[src/rtl/target_tracker.sv]
// target_tracker: matches pixels against a colour window, counts hits per column zone and reports a persistent winning zone; TARGET_TRACKER_OVERLAY_EN enables the video overlay.
// Latency: pixel outputs 1 cycle; frame results N_ZONES+2 cycles after the vsync falling edge.
// Backpressure: none, the pixel stream cannot stall; pixels arriving during RESOLVE/UPDATE are not counted.
module target_tracker #(
   parameter int COLOUR_W   = 8,
   parameter int H_ACTIVE   = 640,
   parameter int V_ACTIVE   = 480,
   parameter int N_ZONES    = 3,
   parameter int R_MIN      = 200,
   parameter int G_MIN      = 60,
   parameter int G_MAX      = 170,
   parameter int B_MAX      = 90,
   parameter int MIN_PIXELS = 400,
   parameter int PERSIST    = 3,
   localparam int CNT_W     = $clog2(H_ACTIVE*V_ACTIVE+1)
) (
   input  logic                clk,
   input  logic                rst_n,
   input  logic                pixel_valid,
   input  logic                vsync,
   input  logic                fast,
   input  logic [COLOUR_W-1:0] red_in,
   input  logic [COLOUR_W-1:0] green_in,
   input  logic [COLOUR_W-1:0] blue_in,
   output logic [COLOUR_W-1:0] red_out,
   output logic [COLOUR_W-1:0] green_out,
   output logic [COLOUR_W-1:0] blue_out,
   output logic                is_target,
   output logic [N_ZONES-1:0]  direction,
   output logic                detected,
   output logic [CNT_W-1:0]    hit_count,
   output logic                frame_done
);

   localparam int ZONE_W = H_ACTIVE / N_ZONES;
   localparam int XW     = $clog2(H_ACTIVE+1) + 1;
   localparam int ZI_W   = (N_ZONES > 1) ? $clog2(N_ZONES) : 1;
   localparam int PW     = $clog2(PERSIST+1);
   localparam int LAST   = N_ZONES - 1;
   localparam int FIRST_BND = ZONE_W - 1;

   localparam logic [COLOUR_W-1:0] R_MIN_C = R_MIN[COLOUR_W-1:0];
   localparam logic [COLOUR_W-1:0] G_MIN_C = G_MIN[COLOUR_W-1:0];
   localparam logic [COLOUR_W-1:0] G_MAX_C = G_MAX[COLOUR_W-1:0];
   localparam logic [COLOUR_W-1:0] B_MAX_C = B_MAX[COLOUR_W-1:0];
   localparam logic [CNT_W-1:0]    MIN_C   = MIN_PIXELS[CNT_W-1:0];
   localparam logic [PW-1:0]       PERSIST_C = PERSIST[PW-1:0];
   localparam logic [ZI_W-1:0]     LAST_Z  = LAST[ZI_W-1:0];
   localparam logic [XW-1:0]       ZONE_W_C = ZONE_W[XW-1:0];
   localparam logic [XW-1:0]       FIRST_BND_C = FIRST_BND[XW-1:0];

   typedef enum logic [1:0] {ACCUM, RESOLVE, UPDATE} state_t;

   state_t            state;
   logic              match;
   logic              pv_d;
   logic              vsync_d;
   logic              vs_fall;
   logic [XW-1:0]     x_pos;
   logic [XW-1:0]     bnd;
   logic [ZI_W-1:0]   zone_idx;
   logic [CNT_W-1:0]  zone_cnt [N_ZONES];
   logic [ZI_W-1:0]   scan_idx;
   logic [CNT_W-1:0]  max_cnt;
   logic [ZI_W-1:0]   win_idx;
   logic [ZI_W-1:0]   cand_idx;
   logic              cand_vld;
   logic [PW-1:0]     streak;
   logic [PW-1:0]     streak_nxt;
   logic              same_cand;
   logic              commit;
   logic [N_ZONES-1:0] win_onehot;

   assign match = pixel_valid
                  && (red_in >= R_MIN_C)
                  && (green_in >= G_MIN_C) && (green_in <= G_MAX_C)
                  && (blue_in <= B_MAX_C);

   assign vs_fall = vsync_d & ~vsync;

   // Zone index is tracked incrementally; pixels past H_ACTIVE stay in the last zone.
   always_ff @(posedge clk or negedge rst_n) begin
      if (!rst_n) begin
         pv_d     <= 1'b0;
         vsync_d  <= 1'b1;
         x_pos    <= '0;
         bnd      <= FIRST_BND_C;
         zone_idx <= '0;
      end else begin
         pv_d    <= pixel_valid;
         vsync_d <= vsync;
         if (pixel_valid) begin
            if (x_pos != '1)
               x_pos <= x_pos + 1'b1;
            if (x_pos == bnd && zone_idx != LAST_Z) begin
               zone_idx <= zone_idx + 1'b1;
               bnd      <= bnd + ZONE_W_C;
            end
         end else if (pv_d) begin
            x_pos    <= '0;
            bnd      <= FIRST_BND_C;
            zone_idx <= '0;
         end
      end
   end

`ifdef TARGET_TRACKER_OVERLAY_EN
   logic on_line;
   always_comb begin
      on_line = 1'b0;
      for (int k = 1; k < N_ZONES; k++) begin
         if (int'(x_pos) == k*ZONE_W-1 || int'(x_pos) == k*ZONE_W)
            on_line = 1'b1;
      end
   end
`endif

   always_ff @(posedge clk or negedge rst_n) begin
      if (!rst_n) begin
         red_out   <= '0;
         green_out <= '0;
         blue_out  <= '0;
         is_target <= 1'b0;
      end else begin
         is_target <= match;
`ifdef TARGET_TRACKER_OVERLAY_EN
         if (match) begin
            red_out   <= '0;
            green_out <= '1;
            blue_out  <= '0;
         end else if (pixel_valid && on_line) begin
            red_out   <= '1;
            green_out <= '1;
            blue_out  <= '1;
         end else begin
            red_out   <= red_in;
            green_out <= green_in;
            blue_out  <= blue_in;
         end
`else
         red_out   <= red_in;
         green_out <= green_in;
         blue_out  <= blue_in;
`endif
      end
   end

   always_comb begin
      same_cand  = cand_vld && (cand_idx == win_idx);
      streak_nxt = PW'(1);
      if (same_cand)
         streak_nxt = (streak == PERSIST_C) ? streak : streak + 1'b1;
      commit     = (streak_nxt == PERSIST_C) || fast;
      win_onehot = N_ZONES'(1) << win_idx;
   end

   always_ff @(posedge clk or negedge rst_n) begin
      if (!rst_n) begin
         state      <= ACCUM;
         for (int i = 0; i < N_ZONES; i++)
            zone_cnt[i] <= '0;
         scan_idx   <= '0;
         max_cnt    <= '0;
         win_idx    <= '0;
         cand_idx   <= '0;
         cand_vld   <= 1'b0;
         streak     <= '0;
         direction  <= '0;
         detected   <= 1'b0;
         hit_count  <= '0;
         frame_done <= 1'b0;
      end else begin
         frame_done <= 1'b0;
         case (state)
            ACCUM: begin
               if (match && zone_cnt[zone_idx] != '1)
                  zone_cnt[zone_idx] <= zone_cnt[zone_idx] + 1'b1;
               if (vs_fall) begin
                  state    <= RESOLVE;
                  scan_idx <= '0;
                  max_cnt  <= '0;
                  win_idx  <= '0;
               end
            end
            RESOLVE: begin
               // Strict greater-than keeps the lowest index on ties.
               if (zone_cnt[scan_idx] > max_cnt) begin
                  max_cnt <= zone_cnt[scan_idx];
                  win_idx <= scan_idx;
               end
               if (scan_idx == LAST_Z)
                  state <= UPDATE;
               else
                  scan_idx <= scan_idx + 1'b1;
            end
            UPDATE: begin
               hit_count  <= max_cnt;
               frame_done <= 1'b1;
               if (max_cnt < MIN_C) begin
                  detected  <= 1'b0;
                  direction <= '0;
                  streak    <= '0;
                  cand_vld  <= 1'b0;
               end else begin
                  streak   <= streak_nxt;
                  cand_idx <= win_idx;
                  cand_vld <= 1'b1;
                  if (commit) begin
                     direction <= win_onehot;
                     detected  <= 1'b1;
                  end
               end
               for (int i = 0; i < N_ZONES; i++)
                  zone_cnt[i] <= '0;
               state <= ACCUM;
            end
            default: state <= ACCUM;
         endcase
      end
   end

endmodule

[config.mk]
export PLATFORM = sky130hd
export DESIGN_NAME = target_tracker
export DESIGN_NICKNAME = d
export VERILOG_FILES = /design/src/rtl/target_tracker.sv
export SDC_FILE = /design/constraint.sdc
export NUM_CORES = 1
export LEC_CHECK = 0
export CAP_MARGIN = 25
export CORE_UTILIZATION = 44
export DETAILED_ROUTE_END_ITERATION = 8
export SETUP_SLACK_MARGIN = 0.15
export SLEW_MARGIN = 10
export SYNTH_ARGS = -nofsm -noshare
export SYNTH_HDL_FRONTEND = slang
export SYNTH_SLANG_ARGS = --single-unit
[constraint.sdc]
create_clock -name clk -period 3.5 [get_ports clk]
set_input_delay 0.7 -clock clk [delete_from_list [all_inputs] [get_ports clk]]
set_output_delay 0.7 -clock clk [all_outputs]
set_load 0.05 [all_outputs]
Word level (Yosys, flattened, before mapping)
Index checks and enable logic that the tools add are counted.
- add/subtract/negate cells: 6
- $mul: 0
- divide/modulo/power cells: 0
- order comparisons: 9
- equal/unequal tests: 17
- shift operators: 1
- muxes and demuxes: 40
- bitwise operators: 5
- reductions and logical operators: 22
- operator list (operator ; count):
    19-bit 2-to-1 mux ; 7
    57-bit case mux with 2 select lines ; 1
    19-bit binary-select mux with 2-bit select ; 2
    11-bit 2-to-1 mux ; 6
    57-bit bitwise mux ; 1
    57-bit 2-to-1 mux ; 1
    19-bit demux with 2-bit select ; 1
    19-bit case mux with 2 select lines ; 1
    2-bit 2-to-1 mux ; 11
    19-bit by 1-bit adder with 19-bit output (second input constant) ; 1
    19-bit > comparator ; 1
    19-bit by 9-bit < comparator with 1-bit output (second input constant) ; 1
    19-bit inequality test (second input constant) ; 1
    2-bit inequality test (second input constant) ; 6
    2-bit case mux with 2 select lines ; 3
    2-bit AND reduction ; 6
    11-bit by 1-bit adder with 11-bit output (second input constant) ; 1
    11-bit by 8-bit adder with 11-bit output (second input constant) ; 1
    11-bit equality test ; 1
    11-bit inequality test (second input constant) ; 1
    2-bit equality test (second input constant) ; 4
    8-bit by 6-bit greater-or-equal comparator with 1-bit output (second input constant) ; 1
    8-bit greater-or-equal comparator (second input constant) ; 1
    8-bit by 7-bit <= comparator with 1-bit output (second input constant) ; 1
    18 further kinds ; 39
- bits in registers: 162
- bits in latches: 0
- bits in writable memories: 0
- memory bits (read-only): 0
- input port bits: 29
- output and inout port bits: 49
- word-level logic and storage cells: 123
- memories: 0

Longest topological paths before layout
Gate-level depths: netlist of run 1.
- depth after elaboration: 8
- depth in mapped cells: 14
- mapped depth without buffers: 12

Worst setup path after synthesis of run 1
OpenSTA, ideal clock, no wires.
- path type: reg2reg
- start: register scan_idx[1]
- end: register max_cnt[0]
- library setup time: 81 ps
- arrival: 3124 ps
- data required time: 3419 ps
- setup slack: 295 ps
- cell stages (with the launch flop): 15
- clock period less this slack: 3205 ps
- cell sequence: dfrtp_1 > clkbuf_1 > nor2_1 > clkbuf_1 > nand2_1 > o21ai_0 > ha_1 > a21o_1 > a21o_1 > a21oi_1 > o21a_1 > o221ai_1 > o211ai_1 > clkbuf_1 > mux2i_1
- word-level cells in the longest chain between the ends: 7
- RTL lines (item ; RTL line ; RTL):
    from (decl) ; 63 ; logic [ZI_W-1:0] scan_idx;
    from (signal assigned) ; 194 ; scan_idx <= scan_idx + 1'b1;
    2-bit inverter with 3-bit output (implied by the code) (*) ; 187, 188 ;
    19-bit binary-select mux with 2-bit select (*) ; 187, 188 ;
    19-bit 2-to-1 mux (implied by the code) (*) (2 in series) ; 187, 188 ;
    19-bit > comparator ; 187 ; if (zone_cnt[scan_idx] > max_cnt) begin
    2-bit inequality test (no source line) ; n/a ;
    3-bit AND reduction (no source line) ; n/a ;
    to (signal assigned) ; 188 ; max_cnt <= zone_cnt[scan_idx];
    to (decl) ; 64 ; logic [CNT_W-1:0] max_cnt;
Every way passes the cells marked *; elsewhere a longest branch is shown, timed or not. The select of a mux whose other input is x is not followed.
A chain may end at the register's enable or synchronous reset.

Worst setup path after layout of run 1
- start: register scan_idx[1]
- end: register max_cnt[12]
The elaborated chain is that of the path after synthesis.

==> results.ini, run 1 <==
[cts]
clockRootBuffer=clkbuf_16
clkLatencyLatePin_ns=0.43
post_cts_buffers=0
clk_pin_slew_ns=0.06
clk_path_buf_depth=2
cts_tree=yes
cts_buffers=17
htree_num_levels=4
cts.sinks=162

[critical_path]
critPathLaunchType=flip-flop
cp.required_ns=3.84
arrival_ns=3.39
cp_max_fo=16
endpoint_kind=flip-flop
critPathKind=flip-flop to flip-flop

[pwr]
swShare_pct=34.4
p_comb_share_pct=27.9
power.density_mw_per_mm2=583
max-vdd-ir-drop_mv=0.428
seqPwrFrac_pct=39.2
pwr-share-clk_pct=32.9
p_leak_nw=4.34
p_int_mw=3.72
p_switching_mw=1.95

[synth]
synth_top_family_by_area=compound AO/OA/AOI/OAI gates
synth_seq_cells=162
syn_nets=813
yosysWarnings=0
yosysSeqAreaShare_pct=50.4
syn-cell-area_mm2=0.00806
synth-adder-area-share_pct=4.04
synth_enable_flop_cells=0
synthFlopType=dfrtp_1
synth_cells=758
synth-compound-area-share_pct=16.8
synth_mux_area_share_pct=7.73
synthDistinctLibCells=55
async_reset_ff_share_pct=100
syn_avg_cell_area_um2=10.6
synth-simple-area-share_pct=12.6
synth_xor_area_share_pct=4.35

[routing]
totalWireLength_mm=18.8
ant_nets=0
drc_errors=0
vias=5923
dr.first_iter.drc_count=352
dr.pass1.iters=5
avgRoutedWirePerCell_um=17.3
routed_via_density=5.45

[timing]
fmax_mhz=328
maxSlewHeadroom_pct=54.5
finalSetupTns_ns=0
finalHoldViolCount=0
fin_crit_sh_pct=87.2
grt_setup_unrepaired=false
whs_ns=0.273
skew_ns=0.00979
slew_violations=0
finalSetupViolCount=0
worst_slew_pin_slew_ns=0.681
period_needed_ns=3.05

[final_layout]
fillers=1553
nets=899
layout.cells.non_filler=1086
drive_above_1_share_pct=9.33
diodes=0
area_delta_synth_final_pct=20.7

[flow_run]
cap_viol_max_count=0

[placement]
dp_hpwl_mm=13.2
gp_routability_congestion=0.800
numPortBuffers=77
dpl.cell_count=1054

[global_routing]
antenna_found_initial=0
grt_pass1_vias=6112
grtUsageTotal_pct=21.5
grt_max_degree=71
grt_pass1_wl_mm=31.2
grt-ovfl-total=0

[floorplanning]
num_io_pins=78
chipWidth_um=137
die_y_um=137
core_area_mm2=0.0180
initial_core_util_pct=44.9
row_count=49
die_area_mm2=0.0189

[status]
outcome=complete, no violations

[worst_hold_path]
holdCritPathClass=input pin to async pin

-- worst max-delay path, cell delays in order, from the launching register on --
cell and delay (ns):
dfrtp_1 0.45, buf_12 0.20, mux2i_1 0.12, o21ai_0 0.35, ha_1 0.33, a21o_1 0.18
a21o_1 0.19, a211oi_2 0.30, o221ai_1 0.17, o211ai_1 0.14, buf_4 0.27, mux2i_1 0.24
-- power groups by stage --
stage	logic [mW]	registers [mW]	clock network (mW)
after floorplan	0.591	2.67	0
after global placement	1.56	2.25	0
after detailed placement	1.59	2.26	0
after CTS	1.59	2.22	1.90
after global routing	1.70	2.25	1.98
final	1.58	2.22	1.86
-- final cells by class --
cell class	instances	area (um2)	share of cell area [%]
Sequential cell	162	4060	41.7
Multi-Input combinational cell	526	3670	37.7
Timing Repair Buffer	103	992	10.2
Clock buffer	22	464	4.77
Tap cell	229	287	2.95
Inverter	34	128	1.31
Clock inverter	10	126	1.30
-- metal layers --
metal	wire [um]	global-route usage, %	up-vias
met5	0	0	-
li1	-	-	2853
met3	635	4.34	34
met1	8410	27.4	2922
met2	9350	36.1	114
met4	405	7.88	0
-- timing repair --
item,CTS,global route
hold buffers,0,0
gates resized for setup,0,2
setup endpoints to repair,0,12
-- per-stage QoR --
stage | utilization (%) | worst slack [ns] | total power, mW | instance area, um2
floorplan | - | 0.295 | 3.26 | 8060
global route | 54.1 | 0.200 | 5.94 | 9730
finish | 54.1 | 0.448 | 5.67 | 9730
CTS | 54.1 | 0.291 | 5.72 | 9720
global placement | 50.8 | 0.514 | 3.81 | 9130
detailed placement | 50.8 | 0.375 | 3.85 | 9130
-- synth_stat cells, types with 3 or more instances --
library cell | number | area share, %
dfrtp_1 | 157 | 49
clkbuf_1 | 20 | 0.93
nand4_1 | 9 | 0.70
a32o_1 | 3 | 0.37
and2_1 | 4 | 0.31
xnor2_1 | 22 | 2.4
nand3_1 | 19 | 1.2
nor2b_1 | 5 | 0.39
nand2b_1 | 8 | 0.62
o2bb2ai_1 | 13 | 1.4
inv_1 | 33 | 1.5
and3_1 | 4 | 0.31
buf_2 | 7 | 0.43
buf_6 | 4 | 0.56
dfstp_2 | 5 | 1.6
mux2i_1 | 60 | 7.4
xor2_1 | 18 | 2.0
a211oi_1 | 3 | 0.28
a21oi_4 | 3 | 0.61
ha_1 | 26 | 4.0
o21ai_1 | 15 | 0.93
o21a_1 | 5 | 0.47
a21o_1 | 12 | 1.1
a22o_1 | 58 | 6.3
o21ai_0 | 45 | 2.8
nor4_1 | 5 | 0.39
and4_1 | 4 | 0.43
a21oi_1 | 15 | 0.93
nand2_1 | 109 | 5.1
nor2_1 | 31 | 1.4
nor3_1 | 3 | 0.19
o2bb2ai_2 | 3 | 0.56
-- path summary, 6_finish.rpt --
path	from	endpoint	slack [ns]	cells past startpoint
max	scan_idx[1]$_DFFE_PN0P_	max_cnt[12]$_DFFE_PN0P_	0.45	11
min	rst_n	red_out[1]$_DFF_PN0_	0.27	1
max reg2reg	scan_idx[1]$_DFFE_PN0P_	max_cnt[12]$_DFFE_PN0P_	0.45	11
min reg2reg	hit_count[7]$_DFFE_PN0P_	hit_count[7]$_DFFE_PN0P_	0.48	2
max in group asynchronous	rst_n	bnd[7]$_DFFE_PN1P_	2.36	2
min in group clk	hit_count[7]$_DFFE_PN0P_	hit_count[7]$_DFFE_PN0P_	0.48	2
-- cell usage in the layout, fill, tap and decap left out, types with 3 or more instances in the layout --
cell type,netlist,routed
dfstp_2,5,5
clkbuf_16,0,17
clkinvlp_4,0,3
xnor2_1,22,22
nand4_1,9,9
a21o_1,12,12
o21ai_0,45,44
inv_6,0,3
nand3_1,19,19
a22o_1,58,58
and3_1,4,4
nor3_1,3,3
o2bb2ai_2,3,3
mux2i_1,60,60
a21oi_1,15,15
nor2b_1,5,5
clkbuf_1,20,3
a32o_1,3,3
xor2_1,18,18
and2_1,4,4
dfrtp_1,157,157
nor2_1,31,31
o21ai_1,15,16
and4_1,4,4
nor4_1,5,5
nand2_1,109,109
buf_4,2,24
o2bb2ai_1,13,13
inv_1,33,33
nand2b_1,8,8
a21oi_4,3,3
ha_1,26,26
clkdlybuf4s50_1,0,76
o21a_1,5,5
-- registers in the layout, summed over array words and instances, names as in the netlist, 3 cells and up --
register and cells:
zone_cnt 57, hit_count 19, max_cnt 19, bnd 11, x_pos 11, blue_out 8
green_out 8, red_out 8, direction 3
-- cell families after synthesis --
logic type | Yosys count
xor+xnor | 40
simple gates | 215
buf+inv | 70
fa+ha+maj | 26
mux | 62
compound gates | 183
flops | 162
(Power assumes the default switching activity.)
==> run 2: changes to the inputs <==
Settings changed: SKIP_LAST_GASP set to 1.
==> results of run 2 <==
Same layout as run 1: the final DEF is identical, and so are final timing and power.
==> run 3: changes to the inputs <==
Settings changed: CORE_UTILIZATION 44 to 50, PLACE_DENSITY set to 0.71.
==> results.ini, run 3 (same netlist as run 1, synthesis figures left out) <==
[cts]
cts_tree=yes
cts_buffers=17
cts_resized=0
postCtsHoldBufs=0
htree_num_levels=4
clk_path_buf_depth=2
clk_pin_slew_ns=0.07
cts.sinks=162
post_cts_buffers=0
clockRootBuffer=clkbuf_16
clkLatencyLatePin_ns=0.43

[timing]
maxSlewHeadroom_pct=49.4
grt_setup_unrepaired=false
fin_crit_sh_pct=91.3
slew_violations=0
skew_ns=0.0111
finalHoldViolCount=0
worst_slew_pin_slew_ns=0.758
finalSetupTns_ns=0
fmax_mhz=313
period_needed_ns=3.20
finalSetupViolCount=0

[global_routing]
grt-ovfl-total=0
grt_max_degree=84
grt_pass1_wl_mm=30.8
met3_usage_pct=4.41
antenna_found_initial=0
grtUsageMet1_pct=32.0
grt_use_met2_pct=39.4
top_usage_layer=met2
grtUsageTotal_pct=24.0
grt_pass1_vias=5987

[critical_path]
critPathLaunchType=flip-flop
reg2reg_setup_slack_ns=0.30
cp_max_fo=20
arrival_ns=3.54
critPathKind=flip-flop to flip-flop
endpoint_kind=flip-flop
cp_slowest_stage_delay_ns=0.49
reg2reg_depth=12
timing.rr.end=win_idx[1]$_DFFE_PN0P_
cp.required_ns=3.85
slowest_stage=o21ai_0
cp_cell_sequence=buf_12 > mux2i_1 > o21ai_0 > ha_1 > a21o_1 > a21o_1 > a21oi_1 > o21a_1 > o221ai_1 > o211ai_1 > buf_4 > mux2i_1
r2r-start=scan_idx[1]$_DFFE_PN0P_

[placement]
numPortBuffers=77
postPlaceCellArea_mm2=0.00908
gp_routability_congestion=0.850
dp_hpwl_mm=12.8

[final_layout]
largest_reg_flops=57
fin_area_mm2=0.00968
drive_above_1_share_pct=9.03
diodes=0
top_register=zone_cnt
fillers=1229
multi_input_area_mm2=0.00366
largestRegisters=zone_cnt x57, hit_count x19, max_cnt x19
area_delta_synth_final_pct=20.0
final_cell_mix=157 x dfrtp_1, 109 x nand2_1, 76 x clkdlybuf4s50_1
seq_area_mm2=0.00406
fin_util_pct=61.1
layout_commonest_cell=dfrtp_1
nets=895

[floorplanning]
num_io_pins=78
initial_core_util_pct=50.9
die_y_um=129
die_area_mm2=0.0166
chipWidth_um=129
row_count=46
core_area_mm2=0.0158

[routing]
totalWireLength_mm=18.4
avgRoutedWirePerCell_um=17.2
drc_errors=0
routed_via_density=5.62
vias=6007
dr.first_iter.drc_count=348
ant_nets=0
dr.pass1.iters=4

[pwr]
p_leak_nw=4.32
power.density_mw_per_mm2=584
max-vdd-ir-drop_mv=0.371

[flow_run]
cap_viol_max_count=0

[status]
outcome=complete, no violations

[worst_hold_path]
holdCritPathClass=input pin to async pin

==> run 3: how the worst max path moves through the flow <==
stage	from	endpoint	slack (ns)	depth (start not counted)
floorplan	scan_idx[1]$_DFFE_PN0P_	max_cnt[0]$_DFFE_PN0P_	0.30	14
global placement	scan_idx[1]$_DFFE_PN0P_	max_cnt[14]$_DFFE_PN0P_	0.40	12
detailed placement	scan_idx[1]$_DFFE_PN0P_	max_cnt[17]$_DFFE_PN0P_	0.40	12
CTS	scan_idx[1]$_DFFE_PN0P_	win_idx[1]$_DFFE_PN0P_	0.35	12
global route	scan_idx[1]$_DFFE_PN0P_	max_cnt[18]$_DFFE_PN0P_	0.17	12
finish	scan_idx[1]$_DFFE_PN0P_	win_idx[1]$_DFFE_PN0P_	0.30	12
==> run 3: layout make-up <==
cell class                      count  area share (%)
Clock buffer                       19            4.58
Clock inverter                     13            1.54
Inverter                           34            1.32
Multi-Input combinational cell    526            37.9
Sequential cell                   162            42.0
Tap cell                          216            2.79
Timing Repair Buffer               99            9.94
==> run 3: layer usage <==
layer / vias up / routed length (um)
met5: - / 0
met4: 0 / 301
met1: 2977 / 8360
li1: 2857 / -
met3: 23 / 800
met2: 150 / 8930
==> run 3: stage by stage <==
step	std cells	hold WS [ns]	power, mW	setup WS [ns]
floorplan	758	0.404	3.26	0.295
global placement	1037	0.466	3.79	0.399
detailed placement	1037	0.470	3.84	0.400
CTS	1069	0.340	5.70	0.351
global route	1069	0.368	5.90	0.173
finish	1069	0.299	5.65	0.303
==> run 3: worst max-delay path: cells and delay by family, from the launching register on <==
family                     cells  cell delay [ns]
adders and majority gates      1             0.37
buffers and inverters          2             0.48
muxes                          2             0.37
AOI/OAI and AO/OA              7             1.44
DFF                            1             0.44
==> run 3: where the power goes <==
part | switching, mW | internal, mW
Combinational | 1.04 | 0.540
Sequential | 0.147 | 2.07
Clock | 0.774 | 1.08
